File: src/rtl/ultrasonic_scheduler_if.sv
// Result port from the scheduler to the serial formatter: one valid/ready
// handshake that carries the sensor index, the echo width and a timeout flag.
interface ultrasonic_scheduler_if #(
  parameter int WIDTH = 24
);
  logic             valid;
  logic             ready;
  logic [2:0]       id;
  logic [WIDTH-1:0] width;
  logic             timeout;

  modport master (output valid, id, width, timeout, input ready);
  modport slave  (input valid, id, width, timeout, output ready);
endinterface

File: src/rtl/ultrasonic_scheduler.sv
// Round-robin ultrasonic sensor scheduler: triggers one sensor at a time,
// times its echo with timeout protection and reports over a valid/ready port.
//
// state     | meaning
// IDLE      | waiting for enable and a non-empty mask
// TRIG      | trigger pulse on the selected sensor
// WAIT_RISE | waiting for the echo rising edge, bounded by the timeout
// MEASURE   | counting echo high time, saturating at the timeout
// REPORT    | result presented, held until accepted
// GAP       | quiet time before the next selection
module ultrasonic_scheduler #(
  parameter int N_SENSORS      = 4,
  parameter int TRIG_CYCLES    = 800,
  parameter int TIMEOUT_CYCLES = 2_400_000,
  parameter int GAP_CYCLES     = 4_800_000,
  parameter int WIDTH          = 24
) (
  input  logic                 clk,
  input  logic                 reset,
  input  logic                 enable,
  input  logic [N_SENSORS-1:0] sensor_mask,
  output logic [N_SENSORS-1:0] trig,
  input  logic [N_SENSORS-1:0] echo,
  output logic                 busy,
  ultrasonic_scheduler_if.master res
);

  localparam int SEL_W   = (N_SENSORS > 1) ? $clog2(N_SENSORS) : 1;
  localparam int CNT_MAX = (TRIG_CYCLES > TIMEOUT_CYCLES)
                         ? ((TRIG_CYCLES > GAP_CYCLES) ? TRIG_CYCLES : GAP_CYCLES)
                         : ((TIMEOUT_CYCLES > GAP_CYCLES) ? TIMEOUT_CYCLES : GAP_CYCLES);
  localparam int CNT_W   = $clog2(CNT_MAX + 1);

  typedef enum logic [2:0] {IDLE, TRIG, WAIT_RISE, MEASURE, REPORT, GAP} state_t;

  state_t               state, state_n;
  logic [SEL_W-1:0]     sel, last, next_sel, idx;
  logic                 found;
  logic [CNT_W-1:0]     cnt;
  logic                 cnt_zero;
  logic [WIDTH-1:0]     width_q;
  logic                 timeout_q;
  logic [N_SENSORS-1:0] echo_m, echo_s;
  logic                 echo_prev, echo_sel, rise, width_at_limit;
  logic [N_SENSORS-1:0] trig_n;

  assign echo_sel       = echo_s[sel];
  assign rise           = echo_sel & ~echo_prev;
  assign cnt_zero       = (cnt == '0);
  assign width_at_limit = (width_q == WIDTH'(TIMEOUT_CYCLES));

  // Lowest set mask bit strictly above `last`, wrapping around.
  always_comb begin
    next_sel = '0;
    idx      = '0;
    found    = 1'b0;
    for (int k = 1; k <= N_SENSORS; k++) begin
      idx = SEL_W'((int'(last) + k) % N_SENSORS);
      if (!found && sensor_mask[idx]) begin
        found    = 1'b1;
        next_sel = idx;
      end
    end
  end

  always_ff @(posedge clk) begin
    if (reset) state <= IDLE;
    else       state <= state_n;
  end

  always_comb begin
    state_n = state;
    case (state)
      IDLE:      if (enable && found) state_n = TRIG;
      TRIG:      if (cnt_zero) state_n = WAIT_RISE;
      WAIT_RISE: if (rise) state_n = MEASURE;
                 else if (cnt_zero) state_n = REPORT;
      MEASURE:   if (!echo_sel || width_at_limit) state_n = REPORT;
      REPORT:    if (res.ready) state_n = GAP;
      GAP:       if (cnt_zero) state_n = IDLE;
      default:   state_n = IDLE;
    endcase
  end

  always_comb begin
    busy      = (state != IDLE);
    res.valid = (state == REPORT);
    trig_n    = '0;
    if (state_n == TRIG) trig_n[(state == IDLE) ? next_sel : sel] = 1'b1;
  end

  assign res.id      = 3'(sel);
  assign res.width   = width_q;
  assign res.timeout = timeout_q;

  always_ff @(posedge clk) begin
    if (reset) begin
      echo_m    <= '0;
      echo_s    <= '0;
      echo_prev <= 1'b0;
      trig      <= '0;
      sel       <= '0;
      last      <= SEL_W'(N_SENSORS - 1);
      cnt       <= '0;
      width_q   <= '0;
      timeout_q <= 1'b0;
    end else begin
      echo_m    <= echo;
      echo_s    <= echo_m;
      echo_prev <= echo_sel;
      trig      <= trig_n;
      case (state)
        IDLE: if (state_n == TRIG) begin
          sel       <= next_sel;
          cnt       <= CNT_W'(TRIG_CYCLES - 1);
          width_q   <= '0;
          timeout_q <= 1'b0;
        end
        TRIG: cnt <= cnt_zero ? CNT_W'(TIMEOUT_CYCLES - 1) : cnt - CNT_W'(1);
        WAIT_RISE: begin
          if (rise)          width_q   <= WIDTH'(1);
          else if (cnt_zero) timeout_q <= 1'b1;
          else               cnt       <= cnt - CNT_W'(1);
        end
        // Width stops at the limit; a still-high echo then reports as timeout.
        MEASURE: if (echo_sel) begin
          if (width_at_limit) timeout_q <= 1'b1;
          else                width_q   <= width_q + WIDTH'(1);
        end
        REPORT: if (res.ready) begin
          last <= sel;
          cnt  <= CNT_W'(GAP_CYCLES - 1);
        end
        GAP: if (!cnt_zero) cnt <= cnt - CNT_W'(1);
        default: ;
      endcase
    end
  end

endmodule

File: src/flat_wrapper.sv
// flat-port wrapper written by rule: the top's interface ports become plain ports
module ultrasonic_scheduler_flat 
#(
  parameter int N_SENSORS      = 4,
  parameter int TRIG_CYCLES    = 800,
  parameter int TIMEOUT_CYCLES = 2_400_000,
  parameter int GAP_CYCLES     = 4_800_000,
  parameter int WIDTH          = 24
)
  (clk, reset, enable, sensor_mask, trig, echo, busy, res_valid, res_id, res_width, res_timeout, res_ready);
  ultrasonic_scheduler_if #(.WIDTH(WIDTH)) res_i ();
  input  logic clk;
  input  logic reset;
  input  logic enable;
  input  logic [N_SENSORS-1:0] sensor_mask;
  output logic [N_SENSORS-1:0] trig;
  input  logic [N_SENSORS-1:0] echo;
  output logic busy;
  output wire logic [$bits(res_i.valid)-1:0] res_valid;
  output wire logic [$bits(res_i.id)-1:0] res_id;
  output wire logic [$bits(res_i.width)-1:0] res_width;
  output wire logic [$bits(res_i.timeout)-1:0] res_timeout;
  input wire logic [$bits(res_i.ready)-1:0] res_ready;
  assign res_valid = res_i.valid;
  assign res_id = res_i.id;
  assign res_width = res_i.width;
  assign res_timeout = res_i.timeout;
  assign res_i.ready = res_ready;
  ultrasonic_scheduler #(.N_SENSORS(N_SENSORS), .TRIG_CYCLES(TRIG_CYCLES), .TIMEOUT_CYCLES(TIMEOUT_CYCLES), .GAP_CYCLES(GAP_CYCLES), .WIDTH(WIDTH)) u_core (.clk(clk), .reset(reset), .enable(enable), .sensor_mask(sensor_mask), .trig(trig), .echo(echo), .busy(busy), .res(res_i));
endmodule
File: config.mk
export PLATFORM = sky130hd
export DESIGN_NAME = ultrasonic_scheduler_flat
export DESIGN_NICKNAME = d
export VERILOG_FILES = /design/src/rtl/ultrasonic_scheduler_if.sv /design/src/rtl/ultrasonic_scheduler.sv /design/src/flat_wrapper.sv
export SDC_FILE = /design/constraint.sdc
export NUM_CORES = 1
export LEC_CHECK = 0
export CAP_MARGIN = 10
export CORE_ASPECT_RATIO = 1.75
export CORE_MARGIN = 4
export CORE_UTILIZATION = 47
export DETAILED_ROUTE_END_ITERATION = 6
export PLACE_DENSITY = 0.8
export SKIP_CTS_REPAIR_TIMING = 1
export SKIP_LAST_GASP = 1
export SLEW_MARGIN = 20
export SYNTH_ARGS = -nofsm -noshare
export SYNTH_HDL_FRONTEND = slang
export SYNTH_SLANG_ARGS = --single-unit
File: constraint.sdc
create_clock -name clk -period 2.7 [get_ports clk]
set_input_delay 0.675 -clock clk [delete_from_list [all_inputs] [get_ports clk]]
set_output_delay 0.675 -clock clk [all_outputs]
set_load 0.02 [all_outputs]
==> out/summary.md, run 1 <==
The run gives 0.381 GHz as the maximum frequency from static timing analysis. The startpoint identified for the worst register-to-register timing path is u_core.cnt[16]$_SDFFE_PP0P_. The run gives 3,962 as the via count of the first global-routing pass. The worst-case IR drop observed on VDD is 543 µV. The Yosys step of the flow raised 0 warnings.

The worst setup path is launched from a flop. The total CTS buffers is 9, and the final cell utilization of the core is 0.641. Setup repair after global routing left no endpoint under its margin. The logs give 9470 µm² for the area of the die and 5 for the number of iterations in the first detailed-routing pass. Ranked by total cell area, the synthesized netlist is headed by dfxtp_1 37%, a21oi_1 6.0%, nor2_1 4.7%, o21ai_0 4.0%, nand2_1 3.7%. The finished layout holds 648 standard cells, fillers aside. Flip-flop and latch count after synthesis: 68. At the placement stage, the worst setup path has a slack of -0.00302 ns. In the synthesized netlist, the number of instances is 477. Power spread over the standard cell area amounts to 777 nW/µm². Across all layers, the routed design uses 4,027 vias. The number of nets in the final layout was 570; the depth of the worst register-to-register path was 7. In this run the horizontal extent of the chip is 75.3 µm. The clock sink count is 68. The area share of the largest cell type after synthesis works out to 0.365.

The cell taking the most area after synthesis is dfxtp_1. The clock insertion delay at the later pin of the skew report is 0.34 ns, and the core box area is 7620 µm². The total routed wirelength was 11.0 mm. The area of the mapped netlist is 3720 µm². For the placer's final routability congestion estimate, the log shows 0.948. The overall track demand over capacity in global routing was 0.246; the fraction of layout cells with a size suffix above 1 was 0.148. The tools report the worst setup path startpoint as u_core.state[0]$_SDFF_PP0_. The dominant synthesized flop cell is dfxtp_1. Entering global routing, the biggest net connects 34 pins. 0 antenna diodes ended up in the layout.

The layout-stage area growth over the synthesis result works out to 31.1%. For the pin with the worst max-slew slack, the measured transition is 0.811 ns. For the worst setup path, the data required time is 2.03 ns. The tools report the final number of setup-violating endpoints as 0. Fill cells in the final layout number 659. The number of synthesized flops with an enable pin was 0. In this run the worst hold path is classified as flop to flop. Including well taps, the total number of placed cells is 631. Along the worst path, the maximum fanout reaches 10.

The number of nets in the synthesized netlist is 492. The sequential share of the synthesized area came out at 0.365. In the post-route analysis, the smallest setup slack over all paths is 0.0743 ns. The synthesized netlist contains 64 unique library cells. The wire-length estimate of the detail-placed layout is 8.40 mm. The detailed router finished its first iteration with 261 violations.

The number of remaining DRC errors is 0. The number of antenna violations at the first check in global routing was 0. In this run the static leakage power is 1.83 nW. Across the run, the number of max-cap violations was 0. The portion of the clock cycle consumed by the worst path in the final layout is 0.972, and the clock edge transition at the registers on the reported setup and hold paths is 0.06 ns.

Worst endpoint data arrival time: 1.95 ns. After detailed routing, the average wire length per cell comes to 16.9 µm. The H-tree depth was 3; the routed via count divided by cell count was 6.21.

The initial core utilization was 0.489. The worst setup path is captured at a primary output. Worst slew margin relative to its limit: 0.452.

The depth of the worst hold-timing path came out at 1. The root buffer cell was clkbuf_16. The critical path is of the flop to primary output type. Averaged over all synthesized cells, the footprint is 7.81 µm². After floorplanning, the core was divided into 42 placement rows.

On the final layout, the worst clock skew is 0.00529 ns. TritonCTS built the clock tree. The total count of max-transition violations in the final report came out at 0. Pin placement for this block handled 46 I/O pins.

The clock passes through at most 2 buffers. The number of buffers added on ports came out at 44. The post-layout minimum cycle time is 2.63 ns, and the number of nets still failing antenna checks after routing is 0. The flow ran to the end, and the final reports show no timing, DRC or antenna violations. The startpoint identified for the worst hold timing path is u_core.echo_m[3]$_SDFF_PP0_. The share of synthesized registers carrying an async set or reset came out at 0.

The first global-routing pass estimated 18.2 mm of wire. For the count of endpoints failing hold in the final timing report, the log shows 0. From bottom edge to top edge, the die measures 126 µm.

For this run the aggregate overflow at the end of global routing stands at 0.
==> synthesized netlist by cell type (all sizes together), types with 5 or more instances <==
master	number
buf	7
nor4	8
a21o	6
or3	9
o31ai	10
o21a	6
nand4	8
a31oi	5
nor2	47
nor2b	11
a21oi	46
nand2b	6
or4	9
nand3	20
nand2	37
dfxtp	68
o21ai	43
and2	5
and3	7
inv	13
clkbuf	18
nor3	20
==> worst max-delay path, stage by stage, from the launching register on <==
cell and delay, ns:
dfxtp_1 0.54, nor3_1 0.13, inv_1 0.27, clkdlybuf4s50_1 0.67
==> flip-flops by register name, indices dropped and copies added (netlist names) <==
signal and count:
u_core.res.width 24, u_core.res.timeout 1, u_core.last 2, u_core.state 3, u_core.trig 4, u_core.echo_m 4
u_core.cnt 23, u_core.sel 2, u_core.echo_prev 1, u_core.echo_s 4
==> cells in the final DEF (no fill, tap or decap), types with 19 or more instances in the layout <==
master	n
dfxtp_1	68
buf_4	46
clkdlybuf4s50_1	43
nor2_1	47
a21oi_1	45
o21ai_0	30
nor3_1	19
nand2_1	37
nand3_1	20
==> cell type report <==
cell class | count | area, µm² | area share
multi-input cells | 371 | 2220 | 0.454
well taps | 88 | 110 | 0.0226
repair buffers | 92 | 820 | 0.168
clock buffers | 9 | 225 | 0.0461
flip-flops and latches | 68 | 1360 | 0.279
inverters | 13 | 48.8 | 0.00999
clock inverters | 7 | 100 | 0.0205
==> through the flow <==
| stage | cell area (µm²) | hold slack (ns) | total power [mW] | setup TNS (ns) |
|---|---|---|---|---|
| 2_1_floorplan | 3720 | 0.414 | 2.02 | 0 |
| 3_3_place_gp | 4520 | 0.423 | 2.47 | 0 |
| 3_5_place_dp | 4520 | 0.425 | 2.50 | -0.00302 |
| 4_1_cts | 4850 | 0.435 | 3.77 | 0 |
| 5_1_grt | 4880 | 0.440 | 4.01 | 0 |
| 6_report | 4880 | 0.431 | 3.79 | 0 |
==> cells by family after synthesis <==
logic type / share of synthesized area
AO/OA/AOI/OAI: 0.266
adder cells (fa/ha/maj): 0.0101
buffers and inverters: 0.0443
flip-flops: 0.365
multiplexers: 0.0171
other: 0.00101
AND/OR/NAND/NOR: 0.296
==> layer usage <==
metal	routed length [µm]	vias to the layer above	GRT usage
met5	0	-	0
met2	5910	161	0.433
met1	3810	1873	0.244
met4	670	0	0.178
li1	-	1946	-
met3	558	47	0.0447
==> worst paths after layout <==
path | endpoint | slack (ns)
setup / recovery | busy | 0.07
hold / removal | u_core.echo_s[3]$_SDFF_PP0_ | 0.43
setup reg to reg | u_core.cnt[11]$_SDFFE_PP0P_ | 0.15
hold reg to reg | u_core.echo_s[3]$_SDFF_PP0_ | 0.43
==> where the power goes <==
part	total (mW)	switching, mW	internal, mW
Combinational	1.35	0.760	0.589
Sequential	1.18	0.0871	1.09
Clock	1.26	0.453	0.812
Total	3.79	1.30	2.50
(Power assumes the default switching activity.)
==> run 2: changes to the inputs <==
--- a/config.mk
+++ b/config.mk
@@ -10,7 +10,9 @@
 export CORE_MARGIN = 4
 export CORE_UTILIZATION = 47
 export DETAILED_ROUTE_END_ITERATION = 6
+export GPL_ROUTABILITY_DRIVEN = 0
 export PLACE_DENSITY = 0.8
+export SETUP_SLACK_MARGIN = 0.05
 export SKIP_CTS_REPAIR_TIMING = 1
 export SKIP_LAST_GASP = 1
 export SLEW_MARGIN = 20
==> constraint.sdc (replaced) <==
create_clock -name clk -period 2.3 [get_ports clk]
set_input_delay 0.575 -clock clk [delete_from_list [all_inputs] [get_ports clk]]
set_output_delay 0.575 -clock clk [all_outputs]
set_load 0.02 [all_outputs]
==> out/summary.md, run 2 (synthesized netlist as in run 1, its figures left out) <==
The final cell utilization of the core is 0.691. After legalization and detailed placement, the total HPWL measured 8.89 mm. The register with the most flip-flops in the layout has 24 of them. STA classifies the critical path endpoint as a flop. The number of nets still failing antenna checks after routing is 0. In this design, the stage delay of the slowest critical-path cell is 0.53 ns.

The count of endpoints failing hold in the final timing report is 0, and the total leakage power is 2.05 nW. The total routed wirelength came out at 12.4 mm. For the pin with the worst max-slew slack, the measured transition is 0.526 ns. The cell family with the largest share of critical-path delay was simple AND/OR/NAND/NOR gates. The top cell types in the final layout, fill and taps aside, are 77 x buf_4, 60 x dfxtp_1, 45 x nor2_1, 42 x clkdlybuf4s50_1, 41 x a21oi_1. Entering global routing, the biggest net connects 24 pins. The aggregate global routing overflow is 0, and the aggregate negative setup slack is -4.21 ns. The setup slack after layout was -0.188 ns. Setup repair after global routing could not meet its margin everywhere. The run gives 0 as the total count of max-transition violations in the final report. The via count of the first global-routing pass is 4,194, and the routed via count divided by cell count is 6.42.

The data required time of the critical path came out at 2.58 ns. The number of antenna repair diodes is 0. The logs give 5 for the number of iterations in the first detailed-routing pass and 0.261 for the overall track demand over capacity in global routing. The area growth from synthesis to layout is 41.4%. The clock net in this run drives a total of 68 sinks.

After filler insertion, the fill cell instance count of the layout stands at 569. The average wire per standard cell was 18.2 µm. The final reports fail on negative setup slack. The tool flagged a number of max-cap violations equal to 0.

Power density over the cells: 891 nW/µm². Setup violations remaining at the end of the flow were counted as 30. In this run the worst hold path is classified as flop to flop. The maximum clock insertion buffer count is 2, and the clock edge transition at the registers on the reported setup and hold paths is 0.06 ns.

The number of buffers added on ports was 44; the overall power of the completed layout was 4.69 mW. The floorplan step set the die width to 75.3 µm. Static timing analysis puts the maximum clock frequency at 0.402 GHz. The signal on the critical path passes through or4_4 -> or4_4 -> nor4_2 -> buf_4 -> o21ai_1 -> buf_4 -> a31oi_1 -> o221a_1.

Leaving out fill and tap cells, the most frequent cell in the layout is buf_4. Root buffer cell: clkbuf_16. The run gives 0.34 ns as the clock insertion delay at the later pin of the skew report. The total vias in the final route came out at 4,379. The portion of the clock cycle consumed by the worst path in the final layout came out at 1.08. The die covers 9470 µm². The fraction of layout cells with a size suffix above 1 is 0.254, and the placed instance count is 662. The number of remaining DRC errors was 0; the maximum net fanout on the critical path was 3. The logs give 0 for the number of antenna violations at the first check in global routing and 9 for the total CTS buffers. CTS built an H-tree with a depth of 3.

Counting I/O delays and the setup requirement, the final critical path takes 2.49 ns. After the last flow step, the layout net total stands at 604. IR analysis of the VDD net gives a maximum drop of 692 µV.

The setup skew after layout is 0.00900 ns, and the number of cell rows is 42. The tools report the I/O pin count as 46. On the critical path, the stage with the largest delay is an instance of or4_4.

The number of buffers and inverters on the critical path is 2. STA puts the critical path data arrival time at 2.76 ns. By startpoint and endpoint, the worst setup path is classified as flop to flop.

The initial core utilization was 0.489; the non-filler instance count after layout was 682. The first-pass GRT wire length was 19.1 mm. TritonCTS built the clock tree. The run finished, with violations left. The die is 126 µm tall. The tools report the violation count after the first detailed-route iteration as 381. The worst setup path is launched from a flop. The floorplan step defined a core boundary enclosing 7620 µm².

The worst slew margin relative to its limit was 0.648.
[run 2: changes by cell type in the layout (fill, tap and decap cells not counted), moves of 3 or more]
cell / change
o21ai_2: +4
dfxtp_2: +5
o21ai_0: -5
dfxtp_4: +3
buf_4: +31
a21oi_2: +4
dfxtp_1: -8
a21oi_1: -4
buf_6: +3
[run 2: layout make-up]
class	instances	area, µm²	share of cell area
clock buffers	9	225	0.0428
clock inverters	7	81.3	0.0154
inverters	13	48.8	0.00927
multi-input cells	371	2350	0.445
flip-flops and latches	68	1380	0.262
well taps	88	110	0.0209
repair buffers	126	1080	0.204
[run 2: where the power goes]
| group | total, mW | leakage, nW | switching (mW) | internal, mW |
|---|---|---|---|---|
| Combinational | 1.90 | 1.35 | 1.05 | 0.851 |
| Clock | 1.42 | 0.147 | 0.562 | 0.853 |
| Sequential | 1.38 | 0.557 | 0.0911 | 1.29 |
[run 2: worst reg2reg max path, cell delays in order, from the launching register on]
cell	delay [ns]
dfxtp_2	0.32
or4_4	0.53
or4_4	0.45
nor4_2	0.32
buf_4	0.17
o21ai_1	0.10
buf_4	0.18
a31oi_1	0.16
o221a_1	0.20
[run 2: per-stage QoR]
| step | worst slack [ns] | instance area (µm²) | hold WS (ns) |
|---|---|---|---|
| floorplan | -0.188 | 3780 | 0.414 |
| global placement | -0.202 | 4790 | 0.426 |
| detailed placement | -0.246 | 4790 | 0.430 |
| CTS | -0.264 | 5090 | 0.455 |
| global route | -0.341 | 5270 | 0.464 |
| finish | -0.188 | 5270 | 0.453 |
[run 2: final timing paths]
check | startpoint | endpoint | slack [ns] | cells past startpoint
worst max-delay path | u_core.cnt[19]$_SDFFE_PP0P_ | u_core.cnt[9]$_SDFFE_PP0P_ | -0.19 | 8
worst min-delay path | u_core.echo_m[2]$_SDFF_PP0_ | u_core.echo_s[2]$_SDFF_PP0_ | 0.45 | 1
worst max register to register | u_core.cnt[19]$_SDFFE_PP0P_ | u_core.cnt[9]$_SDFFE_PP0P_ | -0.19 | 8
worst min register to register | u_core.echo_m[2]$_SDFF_PP0_ | u_core.echo_s[2]$_SDFF_PP0_ | 0.45 | 1
[run 2: layer usage]
layer / vias to the layer above / global-route usage / wire [µm]
li1: 2010 / - / -
met1: 2031 / 0.252 / 4120
met2: 262 / 0.454 / 6620
met3: 76 / 0.0574 / 773
met4: 0 / 0.197 / 881
met5: - / 0 / 0
==> run 3: changes to the inputs <==
--- a/config.mk
+++ b/config.mk
@@ -19,3 +19,4 @@
 export SYNTH_ARGS = -nofsm -noshare
 export SYNTH_HDL_FRONTEND = slang
 export SYNTH_SLANG_ARGS = --single-unit
+export TNS_END_PERCENT = 30
==> out/summary.md, run 3 (synthesized netlist as in run 1, its figures left out) <==
Post-layout minimum cycle time: 2.51 ns. Across the VDD grid, the largest voltage drop is 659 µV. After the last flow step, the layout net total stands at 602. The library cell used most frequently in the layout, excluding fill and tap cells, is buf_4. After clock tree synthesis, the clock-pin slew on the worst setup and hold paths is 0.06 ns. TritonCTS built the clock tree. The average wire per standard cell was 18.2 µm. The maximum frequency from static timing analysis is 0.399 GHz, and the worst endpoint data arrival time is 2.71 ns.

Across the routed clock network, the largest skew measured is 0.00785 ns. Area taken by multi-input logic gates: 2240 µm². The count of max-cap constraint violations was 0. The setup slack after layout is -0.207 ns, and the initial core utilization is 0.489. The worst hold slack came out at 0.441 ns. The tree is rooted in a clkbuf_16.

For the final number of setup-violating endpoints, the log shows 31. The total overflow left after global routing is 0. The number of buffers added on ports was 44; the placement-stage worst setup slack was -0.328 ns. The run gives 0 as the total count of max-transition violations in the final report.

The routed layout has 4,357 vias. The routed via count divided by cell count was 6.41. Clock tree synthesis inserted a total of 9 buffers. After the flow finishes, the layout carries non-filler instances totaling 680. The critical path capture point type is a flop.

The maximum net fanout on the critical path was 10. For the number of antenna violations at the first check in global routing, the log shows 0. The kind of path behind the tightest hold check is flop to flop. The register with the most flip-flops in the layout has 24 of them.

The logs give 659 for the placed instance count and 9.07 mm for the HPWL reported at the end of detailed placement. Clock insertion delay at the later pin of the skew report: 0.34 ns. The placed standard-cell area is 4740 µm², and the area of all placed cells without fillers is 5130 µm². The number of nets still failing antenna checks after routing came out at 0.

The worst slew margin relative to its limit came out at 0.533. The checks that failed: negative setup slack. The total leakage power came out at 1.98 nW. For the pin with the worst max-slew slack, the measured transition is 0.690 ns. The tools report the core box area as 7620 µm². The logs give 0.263 for the overall track demand over capacity in global routing and 12.3 mm for the total routed wirelength. The data required time of the critical path came out at 2.50 ns.

The tools report the type of origin of the critical path as a flop. In this run the power density over the cells is 908 nW/µm². The clock passes through at most 2 buffers. Final cell utilization of the core: 0.673. Row generation in the floorplan step produced 42 rows. Measured along the y axis, the die boundary spans 126 µm. For the first-pass GRT wire length, the log shows 19.6 mm. Area taken by flip-flops and latches: 1360 µm².

Setup repair after global routing could not meet its margin everywhere. The flow ran to the end, but the final reports show violations. Entering global routing, the biggest net connects 38 pins. The number of iterations in the first detailed-routing pass came out at 5. The die is 75.3 µm wide. The H-tree depth came out at 3. Leaving out fill and tap cells, the most frequent cells in the layout are 79 x buf_4, 66 x dfxtp_1, 46 x nor2_1, 45 x a21oi_1, 44 x clkdlybuf4s50_1.

The clock sink count is 68. The logs give 46 for the I/O pin count and 598 for the total of fill cells in the finished design. The number of antenna diodes in the final layout is 0. The run gives 0 as the count of endpoints failing hold in the final timing report. The critical path in this run is classified as flop to flop.

The logs give 0 for the number of remaining DRC errors and 9470 µm² for the area of the die. The fraction of layout cells with a size suffix above 1 is 0.206, and the portion of the clock cycle consumed by the worst path in the final layout is 1.09. The via count of the first global-routing pass is 4,386. The detailed router finished its first iteration with 403 violations. The layout-stage area growth over the synthesis result was 37.7%.
run 3: cell types whose count changed in the layout (fill, tap and decap cells not counted), sizes merged:
cell,change
clkdlybuf4s50,+2
buf,-1
dlymetal6s2s,-2
inv,-2
clkinv,-1
clkbuf,+1
clkinvlp,+1
run 3: final timing paths:
kind              slack [ns]                        start                           to  cells past startpoint
setup reg to reg       -0.21  u_core.cnt[17]$_SDFFE_PP0P_  u_core.cnt[15]$_SDFFE_PP0P_                      7
hold / removal          0.44  u_core.echo_m[2]$_SDFF_PP0_  u_core.echo_s[2]$_SDFF_PP0_                      1
setup / recovery       -0.21  u_core.cnt[17]$_SDFFE_PP0P_  u_core.cnt[15]$_SDFFE_PP0P_                      7
hold reg to reg         0.44  u_core.echo_m[2]$_SDFF_PP0_  u_core.echo_s[2]$_SDFF_PP0_                      1
run 3: metrics by stage:
step	total power, mW	TNS, ns
global placement	3.06	-10.25
finish	4.66	-4.23
floorplan	2.43	-3.69
global route	4.87	-6.73
CTS	4.53	-7.51
detailed placement	3.10	-11.71
run 3: report_power, final:
| group | total [mW] | switching [mW] | internal (mW) |
|---|---|---|---|
| logic | 1.85 | 0.997 | 0.854 |
| clock network | 1.43 | 0.526 | 0.899 |
| registers | 1.38 | 0.0941 | 1.29 |
run 3: area by class of cell:
class / instances / share of cell area
clock buffer: 11 / 0.0493
clock inverter: 5 / 0.0115
sequential: 68 / 0.266
multi-input combinational: 371 / 0.437
timing repair buffer: 124 / 0.205
inverter: 13 / 0.00952
tap: 88 / 0.0215
run 3: layer usage:
| metal | vias to the layer above | wire (µm) | global-route usage | share of wire |
|---|---|---|---|---|
| met3 | 72 | 762 | 0.0502 | 0.062 |
| met1 | 2050 | 4100 | 0.244 | 0.33 |
| met5 | - | 0 | 0 | 0 |
| met2 | 234 | 6630 | 0.471 | 0.54 |
| li1 | 2001 | - | - | - |
| met4 | 0 | 861 | 0.202 | 0.070 |
run 3: worst max-delay path: stages, from the launching register on:
cell and delay, ns:
dfxtp_1 0.33, or4_4 0.52, or4_4 0.43, or3_4 0.43
o221a_4 0.30, buf_4 0.16, o21ai_0 0.10, a211oi_2 0.10
